**config.mk**
```make
export PLATFORM = sky130hd
export DESIGN_NAME = fir_filter_dat_flat
export DESIGN_NICKNAME = d
export VERILOG_FILES = /design/src/rtl/fir_filter_dat_if.sv /design/src/rtl/fir_filter_dat.sv /design/src/flat_wrapper.sv
export SDC_FILE = /design/constraint.sdc
export NUM_CORES = 1
export LEC_CHECK = 0
export BUFFER_PORTS_ARGS = -buffer_cell sky130_fd_sc_hd__buf_2
export CAP_MARGIN = 10
export CORE_MARGIN = 2
export CORE_UTILIZATION = 43
export CTS_BUF_LIST = sky130_fd_sc_hd__clkbuf_8
export DETAILED_ROUTE_END_ITERATION = 8
export PLACE_DENSITY = 0.7
export SLEW_MARGIN = 15
export SYNTH_ARGS = -nofsm -noshare
export SYNTH_HDL_FRONTEND = slang
export SYNTH_SLANG_ARGS = --single-unit
```
**constraint.sdc**
```tcl
create_clock -name clk -period 13.1 [get_ports clk]
set_clock_uncertainty 0.1 [all_clocks]
set_input_delay 3.93 -clock clk [delete_from_list [all_inputs] [get_ports clk]]
set_output_delay 3.93 -clock clk [all_outputs]
set_load 0.05 [all_outputs]
```
**src/rtl/fir_filter_dat_if.sv**
```systemverilog
// Sample bus for the FIR smoothing stage: one unsigned sample in and one
// full-precision filtered result out, every clock.
interface fir_filter_dat_if #(
  parameter int DW = 8,
  parameter int OW = 20
);
  logic [DW-1:0] input_sample;
  logic [OW-1:0] output_sample;

  // Sample source / result sink side
  modport master (output input_sample, input output_sample);
  // Filter side
  modport slave  (input input_sample, output output_sample);
endinterface

```
**src/rtl/fir_filter_dat.sv**
```systemverilog
// 16-tap direct-form FIR low-pass with fixed symmetric coefficients.
// Free-running: one sample captured and one result registered per clock.
// The result for edge n+1 is the weighted sum of the delay line as it stood
// before that edge, so a sample enters the output one edge after capture.
module fir_filter_dat #(
  parameter int NTAPS = 16,
  parameter int DW    = 8,
  parameter int CW    = 8,
  parameter int OW    = 20
) (
  input  logic           clk,
  input  logic           rst_n,
  fir_filter_dat_if.slave bus
);

  localparam int PW = DW + CW;

  // Coefficient table is sized for the 16-tap low-pass response.
  localparam logic [NTAPS-1:0][CW-1:0] COEF = {
    8'd1,  8'd3,  8'd7,  8'd13, 8'd20, 8'd27, 8'd32, 8'd35,
    8'd35, 8'd32, 8'd27, 8'd20, 8'd13, 8'd7,  8'd3,  8'd1
  };

  logic [NTAPS-1:0][DW-1:0] r_x;
  logic [NTAPS-1:0][PW-1:0] w_prod;
  logic [OW-1:0]            w_sum;
  logic [OW-1:0]            r_out;

  // One product per tap; widths give exact 16-bit unsigned products.
  for (genvar k = 0; k < NTAPS; k++) begin : g_tap
    assign w_prod[k] = r_x[k] * COEF[k];
  end

  // Full-precision accumulation of all tap products (max 70380, fits OW).
  always_comb begin
    w_sum = '0;
    for (int k = 0; k < NTAPS; k++)
      w_sum = w_sum + OW'(w_prod[k]);
  end

  // Delay line shift and output register; reset clears the whole history.
  always_ff @(posedge clk or negedge rst_n) begin
    if (!rst_n) begin
      r_x   <= '0;
      r_out <= '0;
    end else begin
      r_x   <= {r_x[NTAPS-2:0], bus.input_sample};
      r_out <= w_sum;
    end
  end

  assign bus.output_sample = r_out;

endmodule

```
**src/flat_wrapper.sv**
```systemverilog
// flat-port wrapper written by rule: the top's interface ports become plain ports
module fir_filter_dat_flat 
#(
  parameter int NTAPS = 16,
  parameter int DW    = 8,
  parameter int CW    = 8,
  parameter int OW    = 20
)
  (clk, rst_n, bus_input_sample, bus_output_sample);
  fir_filter_dat_if #(.DW(DW), .OW(OW)) bus_i ();
  input  logic clk;
  input  logic rst_n;
  input wire logic [$bits(bus_i.input_sample)-1:0] bus_input_sample;
  output wire logic [$bits(bus_i.output_sample)-1:0] bus_output_sample;
  assign bus_i.input_sample = bus_input_sample;
  assign bus_output_sample = bus_i.output_sample;
  fir_filter_dat #(.NTAPS(NTAPS), .DW(DW), .CW(CW), .OW(OW)) u_core (.clk(clk), .rst_n(rst_n), .bus(bus_i));
endmodule
```
==> impl_metrics.yaml, run 1 <==
status:
  status: "finished clean"
timing:
  fmax_mhz: 115.4
  finalCritPeriodShare_pct: 66.16
  slew_headroom_pct: 38.63
  setup_tns_ns: 0
  setup_viol: 0
  hold_viol_final: 0
  maxSlewViolCount: 0
  rsz0062_at_grt: "no"
  worstMarginPinSlew_ns: 0.9205
  fin_crit_ns: 8.667
  fin_ws_ns: 4.433
yosys:
  syn_area_um2: 13510
  yosysSeqAreaShare_pct: 27.04
  synth.distinct_cells: 48
  synth.yosys.warnings: 0
  async_flop_share_pct: 100.0
  avgSynthCellArea_um2: 12.13
  synth-edff-count: 0
  ys.flop_type: "dfrtp_1"
  syn_inst: 1114
  synth_seq_cells: 146
routing:
  vias: 7222
  drtIter0Drc: 242
  vias_per_cell: 4.609
  wl_met1_um: 11790
  dr_wl_met3_um: 987
  wl_met2_um: 12880
  wl_um: 26100
  top_layer: "met4"
  dr.pass1.iters: 4
  postRouteAntennaNets: 0
  wl_per_cell_um: 16.66
  post-route-drc-count: 0
critical_path:
  critPathArrivalTime_ns: 8.96
  path_class: "reg -> reg"
  slowest_stage: "fa_1"
  worstPathMaxFanout: 6
  crit_top_cell: "fa_1"
  startpoint_type: "register"
  setup.worst_path.end_class: "register"
  critical_path.max_stage_delay_ns: 0.55
  cp.required_ns: 13.39
clock_network:
  cts_buffers: 17
  cts.clk_slew.worst_paths_ns: 0.09
  cts_sinks: 146
  cts_tree: "yes"
  ctsRootBufferMaster: "clkbuf_8"
  cts_hold_buf: 0
  insertion_delay_ns: 0.46
  post_cts_resized: 0
  cts_setup_buffers: 0
  cts.path.max_buffers: 2
  htree_num_levels: 4
floorplan:
  core_um2: 30750
  start_util_pct: 43.94
  rows: 64
  ios: 30
  die_w_um: 181.3
  die_h_um: 181.3
  die_area_um2: 32860
global_routing:
  antenna_found_initial: 0
  grt_start_max_net_pins: 96
  track_usage_pct: 17.87
  grt_pass1_vias: 8247
  grt_pass1_wl_um: 44710
  grt_overflow: 0
layout:
  seq_area_um2: 3654
  final_util_pct: 47.38
  syn2layout_area_growth_pct: 7.815
  final_cell_mix: "inv_1, fa_1, ha_1"
  nFillCells: 2752
  nets: 1611
  insertedDiodeCount: 0
  multi_input_area_um2: 8404
  post_route_cells_drive_above_1_share_pct: 6.063
  final_common_cell: "inv_1"
flow_run:
  drv_cap: 0
placement:
  io_buffers: 27
  gp_congestion: 0.8411
  pre_cts_slack_ns: 4.397
  hpwl_um: 22530
min_path:
  worstHoldPathType: "reg -> reg"
-- state kept, by name (all words and copies together), names as in the netlist --
signal	count
u_core.bus.output_sample	18
u_core.r_x	128
-- path summary, 6_finish.rpt --
check                      slack [ns]  depth (start not counted)                startpoint                                      to
max                              4.43                         29   u_core.r_x[8]$_DFF_PN0_  u_core.bus.output_sample[14]$_DFF_PN0_
min                              0.28                          0  u_core.r_x[54]$_DFF_PN0_                u_core.r_x[62]$_DFF_PN0_
max reg2reg                      4.43                         29   u_core.r_x[8]$_DFF_PN0_  u_core.bus.output_sample[14]$_DFF_PN0_
min reg2reg                      0.28                          0  u_core.r_x[54]$_DFF_PN0_                u_core.r_x[62]$_DFF_PN0_
max in group asynchronous        8.23                          2                     rst_n               u_core.r_x[118]$_DFF_PN0_
min in group asynchronous        3.42                          1                     rst_n   u_core.bus.output_sample[7]$_DFF_PN0_
-- per-layer routing --
metal | global-route usage, % | vias up
met3 | 3.366 | 27
li1 | - | 3369
met5 | 0 | -
met1 | 25.11 | 3731
met4 | 4.390 | 0
met2 | 28.84 | 95
-- Yosys cell counts (all sizes together) (2+ instances only) --
cell | count | share of area (%)
xnor2 | 13 | 0.84
nand3 | 5 | 0.19
mux2i | 2 | 0.15
xor2 | 5 | 0.32
or2 | 5 | 0.23
nand2 | 6 | 0.17
nor2 | 16 | 0.44
dfrtp | 146 | 27
o21ai | 12 | 0.47
o21a | 6 | 0.33
nor2b | 5 | 0.23
o211ai | 3 | 0.17
inv | 382 | 11
a31oi | 2 | 0.14
a21boi | 2 | 0.11
and3 | 2 | 0.093
ha | 183 | 17
a21o | 6 | 0.33
a211oi | 2 | 0.11
buf | 3 | 0.15
o41ai | 2 | 0.19
o31a | 3 | 0.19
or4 | 2 | 0.11
a2111oi | 2 | 0.18
fa | 260 | 39
o21bai | 2 | 0.11
a21oi | 20 | 0.80
nor3 | 4 | 0.15
-- stage by stage --
| stage | cells | instance area [µm²] | hold slack, ns |
|---|---|---|---|
| after floorplan | 1115 | 13520 | 0.2537 |
| final | 1567 | 14570 | 0.2799 |
| after CTS | 1567 | 14570 | 0.2824 |
| after global routing | 1567 | 14570 | 0.2861 |
| after detailed placement | 1535 | 14140 | 0.2599 |
| after global placement | 1535 | 14140 | 0.2555 |
-- final cells by class --
cell class                 count  share of cell area (%)
timing repair buffer          28                   1.022
tap                          396                   3.401
multi-input combinational    583                   57.69
sequential                   146                   25.08
clock buffer                  17                   1.606
inverter                     382                   9.843
clock inverter                15                   1.357
-- critical path: cells and delay by family (launching register included) --
family / cells / cell delay [ns]
fa+ha+maj: 13 / 5.69
compound gates: 7 / 1.73
flops: 1 / 0.41
buf+inv: 7 / 0.40
xor+xnor: 1 / 0.16
simple gates: 1 / 0.12
-- kinds of logic (layout without fill, tap and decap cells) --
| kind of cell | after synthesis | after routing | synth area share (%) |
|---|---|---|---|
| adders and majority gates | 443 | 443 | 55.47 |
| buffers and inverters | 386 | 442 | 10.79 |
| DFF | 146 | 146 | 27.04 |
| AOI/OAI and AO/OA | 67 | 67 | 3.436 |
| and+or+nand+nor | 51 | 51 | 1.926 |
| xor gates and xnor gates | 18 | 18 | 1.167 |
| muxes | 2 | 2 | 0.1482 |
| other | 1 | 2 | 0.02775 |
Power of run 1 is left out: the tool's default activity adds up to more than one toggle a clock period on the data nets, which glitch-free logic cannot reach.
==> run 2, diff against run 1 <==
Settings changed: PLACE_DENSITY 0.7 to 0.73.
Clock period 13.1 ns to 7.49 ns, I/O delays scaled along.
==> run 2 against run 1 <==
The flow now finishes with violations (negative setup slack). Register-to-register slack got worse by 5.0 ns. Global-route usage rose by 0.94 points. Utilization rose by 2.9 points. Hold slack barely moved. Setup slack got worse by 5.0 ns. Final cell count rose by 4.5%. Non-clock buffer count rose by 72. Via count rose by 6.3%. Highest routed layer unchanged.
==> impl_metrics.yaml, run 2 (same netlist as run 1, synthesis figures left out) <==
clock_network:
  insertion_delay_ns: 0.46
  cts_tree: "yes"
  cts_sinks: 146
  cts_buffers: 17
  htree_num_levels: 4
  cts.path.max_buffers: 2
  cts.clk_slew.worst_paths_ns: 0.08
  ctsRootBufferMaster: "clkbuf_8"
status:
  status: "finished with violations"
  failed_checks: "negative setup slack"
global_routing:
  grt_pass1_wl_um: 47050
  grt_overflow: 0
  grt_pass1_vias: 8962
  antenna_found_initial: 0
  track_usage_pct: 18.80
  grt_start_max_net_pins: 109
routing:
  post-route-drc-count: 0
  vias_per_cell: 4.687
  drtIter0Drc: 286
  wl_per_cell_um: 17.21
  dr.pass1.iters: 4
  postRouteAntennaNets: 0
  wl_um: 28190
  vias: 7678
critical_path:
  critPathArrivalTime_ns: 8.36
  critPathTopFamily: "adder cells"
  cp.required_ns: 7.79
  path_class: "reg -> reg"
  setup.worst_path.end_class: "register"
  timing.critical_path.buf_inv: 7
  worstPathMaxFanout: 3
  critical_path.max_stage_delay_ns: 0.56
  slowest_stage: "fa_1"
  crit_top_cell: "fa_1"
  startpoint_type: "register"
placement:
  gp_congestion: 0.8345
  dp_cells: 1597
  hpwl_um: 23060
  io_buffers: 27
  pre_cts_slack_ns: -0.7494
floorplan:
  die_w_um: 181.3
  rows: 64
  core_um2: 30750
  die_area_um2: 32860
  start_util_pct: 43.94
  die_h_um: 181.3
  ios: 30
timing:
  rsz0062_at_grt: "yes"
  finalCritPeriodShare_pct: 107.6
  hold_viol_final: 0
  fin_ws_ns: -0.5674
  holdWs_ns: 0.2801
  slew_headroom_pct: 28.81
  maxSlewViolCount: 0
  fmax_mhz: 124.1
  fin_crit_ns: 8.057
  setup_viol: 12
  worstMarginPinSlew_ns: 1.068
layout:
  post_route_cells_drive_above_1_share_pct: 16.26
  fin_cells: 1638
  nets: 1683
  largest-register: "u_core.r_x"
  largest_register_ffs: 128
  final_common_cell: "inv_1"
  insertedDiodeCount: 0
  syn2layout_area_growth_pct: 14.36
  final_cell_mix: "inv_1, fa_1, ha_1"
min_path:
  worstHoldPathType: "reg -> reg"
flow_run:
  drv_cap: 0
run 2: cell count changes in the layout (fill, tap and decap cells not counted), moves of 5 or more:
cell / change
xnor2_1: -5
fa_1: -15
ha_1: -10
inv_1: -11
fa_2: +15
inv_2: +13
xnor2_2: +5
nor2_1: -5
buf_6: +7
buf_4: +65
ha_4: +9
run 2: timing repair:
item,4_1_cts,5_1_grt
setup endpoints to repair,13,13
hold buffers,0,0
pin swaps,35,47
setup buffers,5,7
resized for setup,27,36
endpoints found under the hold margin,0,0
run 2: worst register-to-register path, delay by kind of cell (launching register included):
kind	cells	cell delay [ns]
xor+xnor	1	0.17
simple gates	4	0.73
compound gates	5	0.85
fa+ha+maj	12	5.33
flops	1	0.39
buf+inv	7	0.46
run 2: final cells by class:
type	instances	area [µm²]
multi-input cells	583	8731
repair buffers	100	715.7
clock buffers	21	289.0
well taps	396	495.5
clock inverters	10	132.6
fillers	2666	15300
inverters	382	1434
flip-flops and latches	146	3655
run 2: per-layer routing:
metal | GRT usage, % | routed length [µm] | share of wire [%]
met3 | 2.822 | 613 | 2.2
met2 | 32.18 | 14710 | 52
met5 | 0 | 0 | 0
met1 | 24.54 | 12050 | 43
met4 | 6.407 | 811 | 2.9
run 2: path summary, 6_finish.rpt:
path	startpoint	endpoint	slack, ns	cells past startpoint
worst min register to register	u_core.r_x[78]$_DFF_PN0_	u_core.r_x[86]$_DFF_PN0_	0.28	0
max in group asynchronous	rst_n	u_core.r_x[93]$_DFF_PN0_	4.43	2
worst max-delay path	u_core.r_x[1]$_DFF_PN0_	u_core.bus.output_sample[10]$_DFF_PN0_	-0.57	29
worst max register to register	u_core.r_x[1]$_DFF_PN0_	u_core.bus.output_sample[10]$_DFF_PN0_	-0.57	29
worst min-delay path	u_core.r_x[78]$_DFF_PN0_	u_core.r_x[86]$_DFF_PN0_	0.28	0
min in group asynchronous	rst_n	u_core.bus.output_sample[1]$_DFF_PN0_	1.76	1
run 2: metrics by stage:
stage	util [%]	instance area [µm²]	setup TNS, ns
floorplan	-	13610	-0.7229
global placement	47.78	14690	-4.853
detailed placement	47.78	14690	-6.786
CTS	49.62	15260	-6.736
global route	50.25	15450	-8.192
finish	50.25	15450	-5.025
Power of run 2 is left out for the same reason.
